<file path="config.mk">
export PLATFORM = sky130hd
export DESIGN_NAME = lcd_write_arbiter
export DESIGN_NICKNAME = d
export VERILOG_FILES = /design/src/rtl/lcd_arb_pkg.sv /design/src/rtl/lcd_req_fifo.sv /design/src/rtl/lcd_write_arbiter.sv
export SDC_FILE = /design/constraint.sdc
export NUM_CORES = 1
export LEC_CHECK = 0
export CAP_MARGIN = 10
export CORE_MARGIN = 2
export CORE_UTILIZATION = 38
export CTS_BUF_LIST = sky130_fd_sc_hd__clkbuf_4 sky130_fd_sc_hd__clkbuf_8
export CTS_CLUSTER_DIAMETER = 100
export CTS_CLUSTER_SIZE = 14
export DETAILED_ROUTE_END_ITERATION = 10
export GPL_ROUTABILITY_DRIVEN = 0
export GPL_TIMING_DRIVEN = 0
export MAX_ROUTING_LAYER = met4
export PLACE_DENSITY_LB_ADDON = 0.08
export REMOVE_ABC_BUFFERS = 1
export SLEW_MARGIN = 20
export SYNTH_ARGS = -nofsm -noshare
export SYNTH_HDL_FRONTEND = slang
export SYNTH_SLANG_ARGS = --single-unit
</file>
<file path="constraint.sdc">
create_clock -name clock -period 3.5 [get_ports clock]
set_clock_uncertainty 0.1 [all_clocks]
set_input_delay 0.35 -clock clock [delete_from_list [all_inputs] [get_ports clock]]
set_output_delay 0.35 -clock clock [all_outputs]
set_load 0.005 [all_outputs]
</file>
<file path="src/rtl/lcd_arb_pkg.sv">
// Shared types and constants for the two-source character-LCD write arbiter.
package lcd_arb_pkg;
  localparam int LCD_DW = 8;

  typedef enum logic [1:0] {
    ST_IDLE  = 2'd0,
    ST_ISSUE = 2'd1,
    ST_GAP   = 2'd2
  } arb_state_e;

  localparam logic SRC_KB  = 1'b0;
  localparam logic SRC_CPU = 1'b1;
endpackage

</file>
<file path="src/rtl/lcd_req_fifo.sv">
// Small per-source request FIFO; a push while full is accepted only when the
// same cycle also pops, so the occupancy stays at DEPTH.
module lcd_req_fifo
  import lcd_arb_pkg::*;
#(
  parameter int DEPTH = 4,
  parameter int AW    = $clog2(DEPTH)
) (
  input  logic              clock,
  input  logic              resetn,
  input  logic              push,
  input  logic              pop,
  input  logic [LCD_DW-1:0] din,
  output logic [LCD_DW-1:0] head,
  output logic              full,
  output logic              empty,
  output logic [AW:0]       count
);
  localparam logic [AW:0] FULL_CNT = (AW+1)'(DEPTH);

  logic [LCD_DW-1:0] r_mem [DEPTH];
  logic [AW-1:0]     r_wptr, r_rptr;
  logic [AW:0]       r_count;
  logic              w_pop, w_push;

  assign w_pop  = pop & (r_count != '0);
  assign w_push = push & ((r_count != FULL_CNT) | w_pop);

  always_ff @(posedge clock or negedge resetn) begin
    if (!resetn) begin
      r_wptr  <= '0;
      r_rptr  <= '0;
      r_count <= '0;
    end else begin
      if (w_push) r_wptr <= r_wptr + AW'(1);
      if (w_pop)  r_rptr <= r_rptr + AW'(1);
      case ({w_push, w_pop})
        2'b10:   r_count <= r_count + (AW+1)'(1);
        2'b01:   r_count <= r_count - (AW+1)'(1);
        default: r_count <= r_count;
      endcase
    end
  end

  always_ff @(posedge clock) begin
    if (w_push) r_mem[r_wptr] <= din;
  end

  assign head  = r_mem[r_rptr];
  assign full  = (r_count == FULL_CNT);
  assign empty = (r_count == '0);
  assign count = r_count;
endmodule

</file>
<file path="src/rtl/lcd_write_arbiter.sv">
// Round-robin arbiter between keyboard and CPU byte streams onto one LCD
// write port, with a fixed idle gap after every issued write.
module lcd_write_arbiter
  import lcd_arb_pkg::*;
#(
  parameter int FIFO_DEPTH = 4,
  parameter int GAP_CYCLES = 2000,
  parameter int CNT_W      = 16
) (
  input  logic              clock,
  input  logic              resetn,
  input  logic              kb_valid,
  input  logic [LCD_DW-1:0] kb_data,
  input  logic              cpu_valid,
  input  logic [LCD_DW-1:0] cpu_data,
  input  logic              clear_ovf,
  output logic              lcd_write_en,
  output logic [LCD_DW-1:0] lcd_data,
  output logic              grant_src,
  output logic              kb_overflow,
  output logic              cpu_overflow,
  output logic              busy
);
  localparam int AW = $clog2(FIFO_DEPTH);

  logic [1:0]             w_valid, w_pop, w_full, w_empty, w_ne, w_drop;
  logic [1:0][LCD_DW-1:0] w_din, w_head;
  logic [1:0][AW:0]       w_cnt;
  logic                   w_sel, w_start;

  arb_state_e        r_state;
  logic [CNT_W-1:0]  r_cnt;
  logic              r_we, r_src, r_last_grant, r_busy;
  logic [LCD_DW-1:0] r_data;
  logic [1:0]        r_ovf;

  // Index 0 is the keyboard (SRC_KB), index 1 the CPU (SRC_CPU).
  assign w_valid = {cpu_valid, kb_valid};
  assign w_din   = {cpu_data, kb_data};

  for (genvar gi = 0; gi < 2; gi++) begin : g_src
    lcd_req_fifo #(.DEPTH(FIFO_DEPTH)) u_fifo (
      .clock  (clock),
      .resetn (resetn),
      .push   (w_valid[gi]),
      .pop    (w_pop[gi]),
      .din    (w_din[gi]),
      .head   (w_head[gi]),
      .full   (w_full[gi]),
      .empty  (w_empty[gi]),
      .count  (w_cnt[gi])
    );
    assign w_ne[gi]   = (w_cnt[gi] != '0);
    assign w_drop[gi] = w_valid[gi] & w_full[gi] & ~w_pop[gi];
    assign w_pop[gi]  = w_start & (w_sel == 1'(gi)) & ~w_empty[gi];
  end

  // On a tie the source that did not win last time gets the slot.
  assign w_sel   = (w_ne[0] & w_ne[1]) ? ~r_last_grant : w_ne[1];
  assign w_start = (r_state == ST_IDLE) & (|w_ne);

  always_ff @(posedge clock or negedge resetn) begin
    if (!resetn) begin
      r_state      <= ST_IDLE;
      r_cnt        <= '0;
      r_we         <= 1'b0;
      r_data       <= '0;
      r_src        <= SRC_KB;
      r_last_grant <= SRC_CPU;
      r_busy       <= 1'b0;
      r_ovf        <= '0;
    end else begin
      r_we <= 1'b0;
      for (int i = 0; i < 2; i++) begin
        if (w_drop[i])     r_ovf[i] <= 1'b1;
        else if (clear_ovf) r_ovf[i] <= 1'b0;
      end
      case (r_state)
        ST_IDLE: begin
          if (w_start) begin
            r_data       <= w_head[w_sel];
            r_src        <= w_sel;
            r_last_grant <= w_sel;
            r_we         <= 1'b1;
            r_busy       <= 1'b1;
            r_state      <= ST_ISSUE;
          end
        end
        ST_ISSUE: begin
          r_cnt   <= CNT_W'(GAP_CYCLES - 1);
          r_state <= ST_GAP;
        end
        ST_GAP: begin
          if (r_cnt == '0) begin
            r_busy  <= 1'b0;
            r_state <= ST_IDLE;
          end else begin
            r_cnt <= r_cnt - CNT_W'(1);
          end
        end
        default: r_state <= ST_IDLE;
      endcase
    end
  end

  assign lcd_write_en = r_we;
  assign lcd_data     = r_data;
  assign grant_src    = r_src;
  assign kb_overflow  = r_ovf[0];
  assign cpu_overflow = r_ovf[1];
  assign busy         = r_busy;
endmodule

</file>
# == Word-level counts from Yosys, hierarchy flattened ==
# Memories as Yosys holds them, arrays and structs flattened.
# Cells that the tools add are included.
# word_totals
mem_bits_rw,64
output_inout_bits,13
in_bits,21
ff_bits,46
elab_cells,101
memories,2
# op_classes
bitwise,22
order_cmp,1
addsub,9
muxes,22
n_reduce_logical,17
eq_ne,13
# memory_table
memory,depth,width,rd,rd_clocked_by_memory_dff,write_ports,line_no,rtl
g_src[0].u_fifo.r_mem,4,8,1,0,1,lcd_req_fifo.sv:21,logic [LCD_DW-1:0] r_mem [DEPTH];
g_src[1].u_fifo.r_mem,4,8,1,0,1,lcd_req_fifo.sv:21,
# ops
cell,count
case mux 16 bit (2 select lines),1
logical NOT 16 bit,1
2-to-1 mux 16 bit,1
2-to-1 mux 8 bit,2
subtractor 16 x 1 -> 16 bit (second input constant),1
AND 1 bit,14
2-to-1 mux 1 bit,12
case mux 3 bit (2 select lines),2
nonzero test 2 bit,6
adder 2 x 1 -> 2 bit (second input constant),4
adder 3 x 1 -> 3 bit (second input constant),2
equality test 2 x 1 -> 1 bit (second input constant),3
equality test 2 bit (second input constant),3
equality test 3 bit (second input constant),2
logical NOT 3 bit,2
!= test 2 bit (second input constant),3
!= test 3 bit (second input constant),2
inverter 1 bit,6
case mux 2 bit (3 select lines),1
AND reduction 2 bit,3
nonzero test 3 bit,2
subtractor 3 x 1 -> 3 bit (second input constant),2
2-to-1 mux 2 bit,2
AND reduction 3 bit,1
other kinds (5),6

# == Longest topological paths before layout ==
# Gate-level depths: netlist (run 1).
# logic_depth
depth_word,11
depth_mapped,11

# == Hierarchy ==
# A second synthesis (run 1) with hierarchy kept.
# hier_totals
cells_unflattened,309
area_unflattened_um2,4759.6
# modules_own_cells
mod,area_each_um2,cells_each,n_inst,seq_area_each_um2
lcd_req_fifo,1587.8,80,2,1136.1
lcd_write_arbiter,1584.0,149,1,802.0

# == Worst setup path after synthesis (run 1) ==
# Ideal clock, no wire load.
# synth_path
path_kind,register to register
startpoint,reg g_src[0].u_fifo.r_count[2]
endpoint,reg g_src[1].u_fifo.r_count[2]
path_stages_with_launch,10
setup_time_ps,79
setup_slack_ps,956
t_arrival_ps,2365
required_time_ps,3321
cell_sequence,dfrtp_1 or3_1 a211oi_2 buf_2 ha_1 inv_1 fa_1 xor2_1 nor2_1 xor2_1
# synth_via
elab_chain_cells,10
# synth_rtl
item,line_no,rtl
start: declaration,lcd_req_fifo.sv:23,logic [AW:0] r_count;
start signal: assignment,lcd_req_fifo.sv:38,2'b10: r_count <= r_count + (AW+1)'(1);
start signal: assignment,lcd_req_fifo.sv:39,2'b01: r_count <= r_count - (AW+1)'(1);
start signal: assignment,lcd_req_fifo.sv:40,default: r_count <= r_count;
nonzero test 3 bit *,lcd_write_arbiter.sv:53,assign w_ne[gi] = (w_cnt[gi] != '0);
OR reduction 2 bit or AND 1 bit (tied branches),"lcd_write_arbiter.sv:60, lcd_write_arbiter.sv:59",
AND 1 bit or 2-to-1 mux 1 bit (tied branches),"lcd_write_arbiter.sv:60, lcd_write_arbiter.sv:59",
AND 1 bit * (2 in a row),lcd_write_arbiter.sv:55,assign w_pop[gi] = w_start & (w_sel == 1'(gi)) & ~w_empty[gi];
AND 1 bit *,lcd_req_fifo.sv:26,assign w_pop = pop & (r_count != '0);
OR 1 bit,lcd_req_fifo.sv:27,assign w_push = push & ((r_count != FULL_CNT) | w_pop);
AND 1 bit,lcd_req_fifo.sv:27,
equality test 2 x 1 -> 1 bit or equality test 2 bit (tied branches),lcd_req_fifo.sv:37,"case ({w_push, w_pop})"
case mux 3 bit (2 select lines) or nonzero test 2 bit (tied branches),n/a,
end signal: assignment,lcd_req_fifo.sv:38,
end signal: assignment,lcd_req_fifo.sv:39,
end signal: assignment,lcd_req_fifo.sv:40,
end: declaration,lcd_req_fifo.sv:23,
# Mark *: on every way between the ends. The rest lies on a longest branch, timed or not.
# A chain may end at the register's enable or synchronous reset.

# == Worst setup path after layout (run 1) ==
# Ends and elaborated chain as after synthesis.

==> reports/results.ini, run 1 <==
[critical_path]
startpoint_type = flip-flop
r2r-start = g_src[0].u_fifo.count[2]$_DFFE_PN0P_
critPathKind = flip-flop to flip-flop
crit_path_end_kind = flip-flop
r2r_end = g_src[1].u_fifo.count[2]$_DFFE_PN0P_
cp.arrival_ns = 3.16
required_ns = 3.70
r2r_cells = 8
crit_fanout = 14
r2r_slack_ns = 0.54

[sta]
hold_viol_final = 0
setup_ws_ns = 0.5436
slew_violations = 0
rsz0062_at_grt = false
fin_tns_setup_ns = 0
tightest_slew_ns = 0.8914
period_minus_slack_ns = 2.956
fin_crit_sh = 0.8447
relSlewSlack = 0.4037
fmax_ghz = 0.3382
setup_violations = 0

[floorplan]
boundaryPins = 34
rows = 40
die_area_um2 = 13460
die_h_um = 116.0
initial_core_util = 0.3938
core_um2 = 12110
die_w_um = 116.0

[logic_synthesis]
yosys.area.top_type_share = 0.4029
syn_inst = 332
synth-edff-count = 64
synth_seq_cells = 110
yosysSeqAreaShare = 0.6445
synth.area.top_cells = edfxtp_1 (40%), dfrtp_1 (24%), mux4_2 (7.6%)
synth_top_area_cell = edfxtp_1
avgSynthCellArea_um2 = 14.37
synth_top_cells_by_count = edfxtp_1 (64), dfrtp_1 (45), nand2_1 (31)
async_flop_share = 0.4182
ys_types = 57
synthFlopType = edfxtp_1
yosysMostFrequentCell = edfxtp_1
ys_warn_count = 0
syn_area_um2 = 4770

[cells_and_area]
drive_gt1_frac = 0.1344
area.growth.synth_to_final_pct = 15.53
nets = 401
antenna_cells = 0

[clock_tree]
cts_max_level = 3
cts_made_buffers = 9
clock_path_buffers = 2
clk_pin_slew_worst_paths_ns = 0.10
clk_latency_ns = 0.38
cts_tree = done
cts.root.buffer_cell = clkbuf_8
clock_sinks = 110

[drt]
dr.first_iter.drc_count = 192
firstDrtPassIters = 4
drc_errors = 0
ant_nets = 0
via_per_inst = 4.980
wl_per_cell_um = 16.29
wirelength_um = 8794
vias = 2689

[global_route]
antenna_found_initial = 0
grt_pass1_vias = 2740
use_met2 = 0.2327
grt_max_degree = 25
use_met1 = 0.1936
grt_use_met3 = 0.04603
grtUsageTotal = 0.1509
grt_overflow = 0
busiest_layer = met2
grt_pass1_wl_um = 14500

[power]
internal_power_mw = 2.755
clkPwrFrac = 0.192
p_comb_frac = 0.316
p_leak_nw = 2.047
vdd_ir_drop_max_uv = 454.1
power.density_nw_per_um2 = 760.0
p_sw_mw = 1.433
p_sw_frac = 0.3421
pwr-share-seq = 0.492

[min_path]
hold_end = grant_src$_DFFE_PN0P_
hold_path.startpoint = grant_src$_DFFE_PN0P_
holdPathStages = 1
hp-class = flip-flop to flip-flop

[run]
maxCapViolCount = 0

[placed_design]
io_buffers = 33
dp_slack_ns = 0.2579
hpwlAfterDp_um = 5935

[outcome]
status = finished clean

-- worst max path at each step --
| stage | start | endpoint | depth (start not counted) |
|---|---|---|---|
| 2_1_floorplan | g_src[0].u_fifo.count[2]$_DFFE_PN0P_ | g_src[1].u_fifo.count[2]$_DFFE_PN0P_ | 8 |
| 3_3_place_gp | g_src[0].u_fifo.count[2]$_DFFE_PN0P_ | g_src[1].u_fifo.count[2]$_DFFE_PN0P_ | 8 |
| 3_5_place_dp | g_src[0].u_fifo.count[2]$_DFFE_PN0P_ | g_src[1].u_fifo.count[2]$_DFFE_PN0P_ | 8 |
| 4_1_cts | g_src[0].u_fifo.count[2]$_DFFE_PN0P_ | g_src[1].u_fifo.count[2]$_DFFE_PN0P_ | 8 |
| 5_1_grt | g_src[1].u_fifo.count[1]$_DFFE_PN0P_ | g_src[0].u_fifo.count[1]$_DFFE_PN0P_ | 8 |
| 6_report | g_src[0].u_fifo.count[2]$_DFFE_PN0P_ | g_src[1].u_fifo.count[2]$_DFFE_PN0P_ | 8 |
-- worst max-delay path, cell delays in order, from the launching register on --
cell and delay (ns):
dfrtp_1 0.43, or3_1 0.48, a211oi_4 0.69, ha_1 0.31
inv_1 0.06, fa_1 0.38, xor2_1 0.15, nor2_1 0.13
xor2_1 0.16
-- per-stage QoR --
step / hold WS, ns / instances / power, mW / util / instance area (um2)
3_3_place_gp: 0.3632 / 522 / 3.389 / 0.4342 / 5259
6_report: 0.3875 / 540 / 4.188 / 0.4550 / 5510
2_1_floorplan: -0.04559 / 321 / 2.903 / - / 4718
3_5_place_dp: 0.2904 / 523 / 3.437 / 0.4364 / 5285
5_1_grt: 0.4144 / 540 / 4.508 / 0.4550 / 5510
4_1_cts: 0.3932 / 540 / 4.256 / 0.4543 / 5503
-- cell usage in the layout, fill, tap and decap left out, drive strengths merged, types with 8 or more instances in the layout --
| cell type | Yosys | final |
|---|---|---|
| edfxtp | 64 | 64 |
| clkdlybuf4s50 | 0 | 32 |
| a22oi | 8 | 8 |
| mux4 | 16 | 16 |
| dfrtp | 45 | 45 |
| clkbuf | 6 | 9 |
| ha | 11 | 11 |
| o21ai | 8 | 8 |
| nand2 | 31 | 31 |
| nor2 | 17 | 17 |
| inv | 22 | 27 |
| and2 | 8 | 8 |
-- area by class of cell --
type	instances	area, um2
Fill cell	1136	6601
Sequential cell	110	3074
Multi-Input combinational cell	189	1580
Timing Repair Buffer	35	355.3
Tap cell	168	210.2
Clock buffer	9	123.9
Clock inverter	7	83.83
Inverter	22	82.58
-- sequential cells by signal, summed over array words and instances, names as in the netlist --
signal,flops
busy,1
r_last_grant,1
r_state,2
lcd_write_en,1
g_src.u_fifo.r_wptr,4
grant_src,1
lcd_data,8
r_ovf,2
g_src.u_fifo.r_rptr,4
g_src.u_fifo.r_mem,64
g_src.u_fifo.count,6
r_cnt,16
-- layer usage --
metal	part of all wire	vias up
met5	0	-
met4	0.014	0
met3	0.034	7
met2	0.48	49
met1	0.47	1336
li1	-	1297
-- cells by family (layout without fill, tap and decap cells) --
family,after synthesis,in the layout,synth area share
buf+inv,33,73,0.02807
simple gates,95,95,0.1052
xor+xnor,12,12,0.02204
flops,110,110,0.6445
mux,24,24,0.09287
compound gates,45,45,0.07004
fa+ha+maj,13,13,0.03725
-- power by group through the flow --
stage               clock [mW]  sequential, mW  combinational [mW]
global placement             0            2.08                1.31
detailed placement           0            2.09                1.34
global route             0.890            2.12                1.50
finish                   0.805            2.06                1.32
floorplan                    0            2.00               0.906
CTS                      0.837            2.07                1.35
-- what timing repair did --
action                                 in CTS  in global routing
buffers inserted                            0                  0
hold buffers                                1                  0
resized for setup                           0                  0
endpoints found under the hold margin      23                  0
No activity file was read; power rests on OpenSTA's default activity.
==> inputs of run 2 (changes only) <==
==> constraint.sdc (replaced) <==
create_clock -name clock -period 3 [get_ports clock]
set_clock_uncertainty 0.1 [all_clocks]
set_input_delay 0.3 -clock clock [delete_from_list [all_inputs] [get_ports clock]]
set_output_delay 0.3 -clock clock [all_outputs]
set_load 0.005 [all_outputs]
==> reports/results.ini, run 2 (same netlist as run 1, synthesis figures left out) <==
[outcome]
status = finished clean

[drt]
via_per_inst = 4.991  ; +0.22%
vias = 2705  ; +0.60%
dr.first_iter.drc_count = 220  ; +15%
wl_per_cell_um = 16.26  ; -0.13%
firstDrtPassIters = 4  ; unchanged
wirelength_um = 8815  ; +0.24%
drc_errors = 0  ; unchanged
ant_nets = 0  ; unchanged

[critical_path]
crit_path_end_kind = flip-flop
cp.arrival_ns = 2.84  ; -0.32 ns
startpoint_type = flip-flop
required_ns = 3.17  ; -0.53 ns
crit_fanout = 7  ; -7
critPathKind = flip-flop to flip-flop

[clock_tree]
cts.root.buffer_cell = clkbuf_8
cts_max_level = 3  ; unchanged
clk_pin_slew_worst_paths_ns = 0.10  ; about the same
cts_tree = done
clock_sinks = 110  ; unchanged
clk_latency_ns = 0.38  ; about the same
cts_made_buffers = 9  ; unchanged
clock_path_buffers = 2  ; unchanged

[global_route]
grt_pass1_vias = 2740  ; unchanged
grt_pass1_wl_um = 14520  ; about the same
grt_max_degree = 25  ; unchanged
antenna_found_initial = 0  ; unchanged
grtUsageTotal = 0.1508  ; about the same
grt_overflow = 0  ; unchanged

[cells_and_area]
area.growth.synth_to_final_pct = 15.98
num-fill-cells = 1132  ; -0.35%
layout_common_cells = edfxtp_1 (64), dfrtp_1 (45), clkdlybuf4s50_1 (32)
final_common_cell = edfxtp_1
antenna_cells = 0  ; unchanged
nets = 403  ; +0.50%
fin_util = 0.4567  ; +0.001756
drive_gt1_frac = 0.1417  ; +0.007303
largest_register_ffs = 64  ; unchanged
largest-register = g_src.u_fifo.r_mem

[floorplan]
boundaryPins = 34  ; unchanged
die_h_um = 116.0  ; unchanged
initial_core_util = 0.3938  ; unchanged
die_area_um2 = 13460  ; unchanged
core_um2 = 12110  ; unchanged
die_w_um = 116.0  ; unchanged
rows = 40  ; unchanged

[power]
p_sw_mw = 1.683  ; +17%
internal_power_mw = 3.235  ; +17%
p_sw_frac = 0.3423  ; about the same
power.density_nw_per_um2 = 889.1  ; +17%
power.total_mw = 4.918  ; +17%
pwr-share-seq = 0.489  ; -0.003
p_leak_nw = 2.058  ; +0.52%
clkPwrFrac = 0.191  ; about the same
vdd_ir_drop_max_uv = 529.7  ; +17%
p_comb_frac = 0.320  ; +0.004

[sta]
slew_violations = 0  ; unchanged
period_minus_slack_ns = 2.673  ; -0.2839 ns
tightest_slew_ns = 0.8882  ; -0.003159 ns
relSlewSlack = 0.4058  ; +0.002113
hold_viol_final = 0  ; unchanged
setup_violations = 0  ; unchanged
fmax_ghz = 0.3742  ; +11%
fin_crit_sh = 0.8908  ; +0.04615

[run]
maxCapViolCount = 0  ; unchanged

[placed_design]
io_buffers = 33  ; unchanged
hpwlAfterDp_um = 5935  ; unchanged

[min_path]
hp-class = input pin to async pin

run 2: changes by cell type in the layout (fill, tap and decap cells not counted):
cell,previous run,this run
a31oi_1,1,0
a31oi_2,0,1
buf_4,0,2
run 2: final timing paths:
check | to | start | slack (ns) | depth (start not counted)
worst max-delay path | g_src[0].u_fifo.count[2]$_DFFE_PN0P_ | g_src[1].u_fifo.count[1]$_DFFE_PN0P_ | 0.33 | 10
worst min-delay path | r_cnt[9]$_DFFE_PN0P_ | resetn | 0.35 | 2
worst max register to register | g_src[0].u_fifo.count[2]$_DFFE_PN0P_ | g_src[1].u_fifo.count[1]$_DFFE_PN0P_ | 0.33 | 10
worst min register to register | grant_src$_DFFE_PN0P_ | grant_src$_DFFE_PN0P_ | 0.39 | 1
max in group asynchronous | r_last_grant$_DFFE_PN1P_ | resetn | 1.85 | 3
min in group clock | grant_src$_DFFE_PN0P_ | grant_src$_DFFE_PN0P_ | 0.39 | 1
run 2: repair_timing:
action	4_1_cts	5_1_grt
hold endpoints to repair	23	0
setup endpoints to repair	2	3
hold buffers	1	0
buffers inserted	0	2
pin swaps	0	1
gates resized for setup	1	1
run 2: final cells by class:
class	instances	area [um2]	area share
well taps	168	210.2	0.03800
repair buffers	37	370.4	0.06695
inverters	22	82.58	0.01493
flip-flops and latches	110	3074	0.5558
clock inverters	7	83.83	0.01515
multi-input cells	189	1587	0.2868
clock buffers	9	123.9	0.02239
run 2: critical path: stages (launching register included):
cell and delay (ns):
dfrtp_1 0.47, nor3_1 0.45, o21ai_0 0.23, a31oi_2 0.41, inv_1 0.08, ha_1 0.23, inv_1 0.07, fa_1 0.17
xor2_1 0.14, nor2_1 0.06, xor2_1 0.13
run 2: power groups by stage:
stage | Sequential (mW) | Clock (mW) | Combinational, mW
after floorplan | 2.33 | 0 | 1.06
after global placement | 2.43 | 0 | 1.53
after detailed placement | 2.44 | 0 | 1.57
after CTS | 2.42 | 0.976 | 1.59
after global routing | 2.47 | 1.04 | 1.78
final | 2.40 | 0.941 | 1.57
run 2: per-layer routing:
metal	wire length, um	GRT usage
met1	4164	0.1930
met2	4244	0.2331
met3	285	0.04603
met4	120	0.04524
met5	0	-
run 2: through the flow:
step,cell area [um2],instances,setup WS [ns],TNS [ns],hold slack [ns]
after global placement,5259,522,-0.1442,-0.1442,0.3632
final,5532,542,0.3275,0,0.3538
after detailed placement,5285,523,-0.2421,-0.3165,0.2404
after floorplan,4718,321,0.3009,0,-0.09559
after CTS,5510,540,0.02277,0,0.3531
after global routing,5532,542,-0.007532,-0.007532,0.3841
==> inputs of run 3 (changes only) <==
--- a/config.mk
+++ b/config.mk
@@ -12,7 +12,7 @@
 export CTS_CLUSTER_DIAMETER = 100
 export CTS_CLUSTER_SIZE = 14
 export DETAILED_ROUTE_END_ITERATION = 10
-export GPL_ROUTABILITY_DRIVEN = 0
+export GPL_ROUTABILITY_DRIVEN = 1
 export GPL_TIMING_DRIVEN = 0
 export MAX_ROUTING_LAYER = met4
 export PLACE_DENSITY_LB_ADDON = 0.08
==> constraint.sdc (replaced) <==
create_clock -name clock -period 2.7 [get_ports clock]
set_clock_uncertainty 0.1 [all_clocks]
set_input_delay 0.27 -clock clock [delete_from_list [all_inputs] [get_ports clock]]
set_output_delay 0.27 -clock clock [all_outputs]
set_load 0.005 [all_outputs]
==> reports/results.ini, run 3 (same netlist as run 1, synthesis figures left out) <==
[sta]
rsz0062_at_grt = false
whs_ns = 0.3228  ; -0.03099 ns
period_minus_slack_ns = 2.480  ; -0.1928 ns
setup_violations = 0  ; unchanged
fin_crit_sh = 0.9184  ; +0.02756
tightest_slew_ns = 0.8706  ; -0.01761 ns
slew_violations = 0  ; unchanged
fin_tns_setup_ns = 0  ; unchanged
fmax_ghz = 0.4033  ; +7.8%
relSlewSlack = 0.4176  ; +0.01178
hold_viol_final = 0  ; unchanged

[floorplan]
boundaryPins = 34  ; unchanged
rows = 40  ; unchanged
core_um2 = 12110  ; unchanged
die_area_um2 = 13460  ; unchanged
die_h_um = 116.0  ; unchanged
die_w_um = 116.0  ; unchanged
initial_core_util = 0.3938  ; unchanged

[placed_design]
gp_congestion = 0.7838
io_buffers = 33  ; unchanged
hpwlAfterDp_um = 5935  ; unchanged
dp_cells = 523  ; unchanged

[run]
maxCapViolCount = 0  ; unchanged

[critical_path]
cp.arrival_ns = 2.67  ; -0.17 ns
crit_path_end_kind = flip-flop
cp_slowest_stage_delay_ns = 0.48  ; about the same
crit_buf_inv = 2  ; unchanged
path_cells = or3_1, a21oi_1, o21a_2, inv_1, ha_1, inv_1, fa_1, o21ai_0
path_common_cell = inv_1
crit_fanout = 7  ; unchanged
critPathKind = flip-flop to flip-flop
required_ns = 2.89  ; -0.28 ns
startpoint_type = flip-flop
cp_top_family = compound AO/OA/AOI/OAI gates
critPathSlowestCell = or3_1

[power]
p_comb_frac = 0.319  ; about the same
vdd_ir_drop_max_uv = 588.6  ; +11%
clkPwrFrac = 0.190  ; about the same
internal_power_mw = 3.595  ; +11%
p_leak_nw = 2.046  ; -0.60%
p_sw_mw = 1.880  ; +12%
power.density_nw_per_um2 = 988.2  ; +11%
pwr-share-seq = 0.491  ; +0.002
power.total_mw = 5.475  ; +11%
p_sw_frac = 0.3433  ; +0.001069

[cells_and_area]
nets = 402  ; -0.25%
layout_common_cells = edfxtp_1 (64), dfrtp_1 (44), clkdlybuf4s50_1 (32)
largest_register_ffs = 64  ; unchanged
antenna_cells = 0  ; unchanged
ff_latch_area_um2 = 3075  ; about the same
final_common_cell = edfxtp_1
num-fill-cells = 1129  ; -0.27%
multi_input_area_um2 = 1602  ; +0.95%
drive_gt1_frac = 0.1528  ; +0.01110
fin_util = 0.4574  ; +0.0007230
area.growth.synth_to_final_pct = 16.16
largest-register = g_src.u_fifo.r_mem
fin_cells = 541  ; -0.18%

[clock_tree]
clock_sinks = 110  ; unchanged
cts_max_level = 3  ; unchanged
clk_pin_slew_worst_paths_ns = 0.10  ; about the same
cts_tree = done
cts.root.buffer_cell = clkbuf_8
clk_latency_ns = 0.38  ; about the same
clock_path_buffers = 2  ; unchanged
cts_made_buffers = 9  ; unchanged

[drt]
via_per_inst = 4.993  ; about the same
vias = 2701  ; -0.15%
wl_per_cell_um = 16.28  ; about the same
drc_errors = 0  ; unchanged
ant_nets = 0  ; unchanged
firstDrtPassIters = 4  ; unchanged
wirelength_um = 8806  ; -0.10%
dr.first_iter.drc_count = 180  ; -18%

[global_route]
grt_pass1_vias = 2755  ; +0.55%
grt_pass1_wl_um = 14570  ; +0.38%
use_met1 = 0.1930  ; about the same
grt_max_degree = 25  ; unchanged
grt_use_met3 = 0.04603  ; unchanged
busiest_layer = met2
grtUsageTotal = 0.1514  ; +0.0005616
antenna_found_initial = 0  ; unchanged
grt_overflow = 0  ; unchanged
use_met2 = 0.2351  ; +0.001949

[min_path]
hp-class = input pin to async pin

[outcome]
status = finished clean

## run 3: changes by cell type in the layout (fill, tap and decap cells not counted)
cell	previous run	this run
buf_4	2	1
dfrtp_1	45	44
dfrtp_2	0	1
nor2_1	16	15
nor2_2	1	2
nor3_1	4	3
nor3_4	0	1
o211a_1	1	0
o211a_2	0	1
o21a_1	1	0
o21a_2	0	1
## run 3: final timing paths
check | start | endpoint | slack, ns | cells past startpoint
min in group clock | grant_src$_DFFE_PN0P_ | grant_src$_DFFE_PN0P_ | 0.39 | 1
max in group asynchronous | resetn | r_last_grant$_DFFE_PN1P_ | 1.57 | 3
setup reg to reg | g_src[0].u_fifo.count[2]$_DFFE_PN0P_ | g_src[1].u_fifo.count[1]$_DFFE_PN0P_ | 0.22 | 8
hold reg to reg | grant_src$_DFFE_PN0P_ | grant_src$_DFFE_PN0P_ | 0.39 | 1
hold / removal | resetn | r_cnt[9]$_DFFE_PN0P_ | 0.32 | 2
setup / recovery | g_src[0].u_fifo.count[2]$_DFFE_PN0P_ | g_src[1].u_fifo.count[1]$_DFFE_PN0P_ | 0.22 | 8
## run 3: metal layers
layer / up-vias / routed length (um) / share of wire
met2: 49 / 4263 / 0.48
met4: 0 / 120 / 0.014
met3: 7 / 298 / 0.034
met5: - / 0 / 0
li1: 1298 / - / -
met1: 1347 / 4123 / 0.47
## run 3: final cells by class
type | instances | share of cell area
sequential | 110 | 0.5551
inverter | 22 | 0.01491
tap | 168 | 0.03794
timing repair buffer | 36 | 0.06549
multi-input combinational | 189 | 0.2891
clock buffer | 9 | 0.02236
clock inverter | 7 | 0.01513
## run 3: stage by stage
stage | setup slack, ns | area (um2)
2_1_floorplan | 0.0009044 | 4718
3_5_place_dp | -0.5421 | 5285
5_1_grt | 0.008771 | 5540
3_3_place_gp | -0.4442 | 5259
6_report | 0.2203 | 5540
4_1_cts | 0.06712 | 5529
## run 3: worst reg2reg max path, delay by kind of cell, from the launching register on
kind,cells,cell delay (ns)
buffers and inverters,2,0.13
adder cells (fa/ha/maj),2,0.62
AND/OR/NAND/NOR,1,0.48
AO/OA/AOI/OAI,3,0.62
flip-flops,1,0.44
## run 3: repair_timing
action                                  CTS  global route
buffers inserted                          1             0
endpoints found under the hold margin    23             0
hold buffers                              1             0
pin swaps                                 1             1
resized for setup                         3             5
endpoints found under the setup margin    4             4
## run 3: power by group through the flow
stage	registers (mW)	clock network, mW	logic, mW
5_1_grt	2.77	1.15	1.97
2_1_floorplan	2.59	0	1.17
6_report	2.69	1.04	1.74
4_1_cts	2.69	1.08	1.78
3_5_place_dp	2.71	0	1.74
3_3_place_gp	2.70	0	1.69
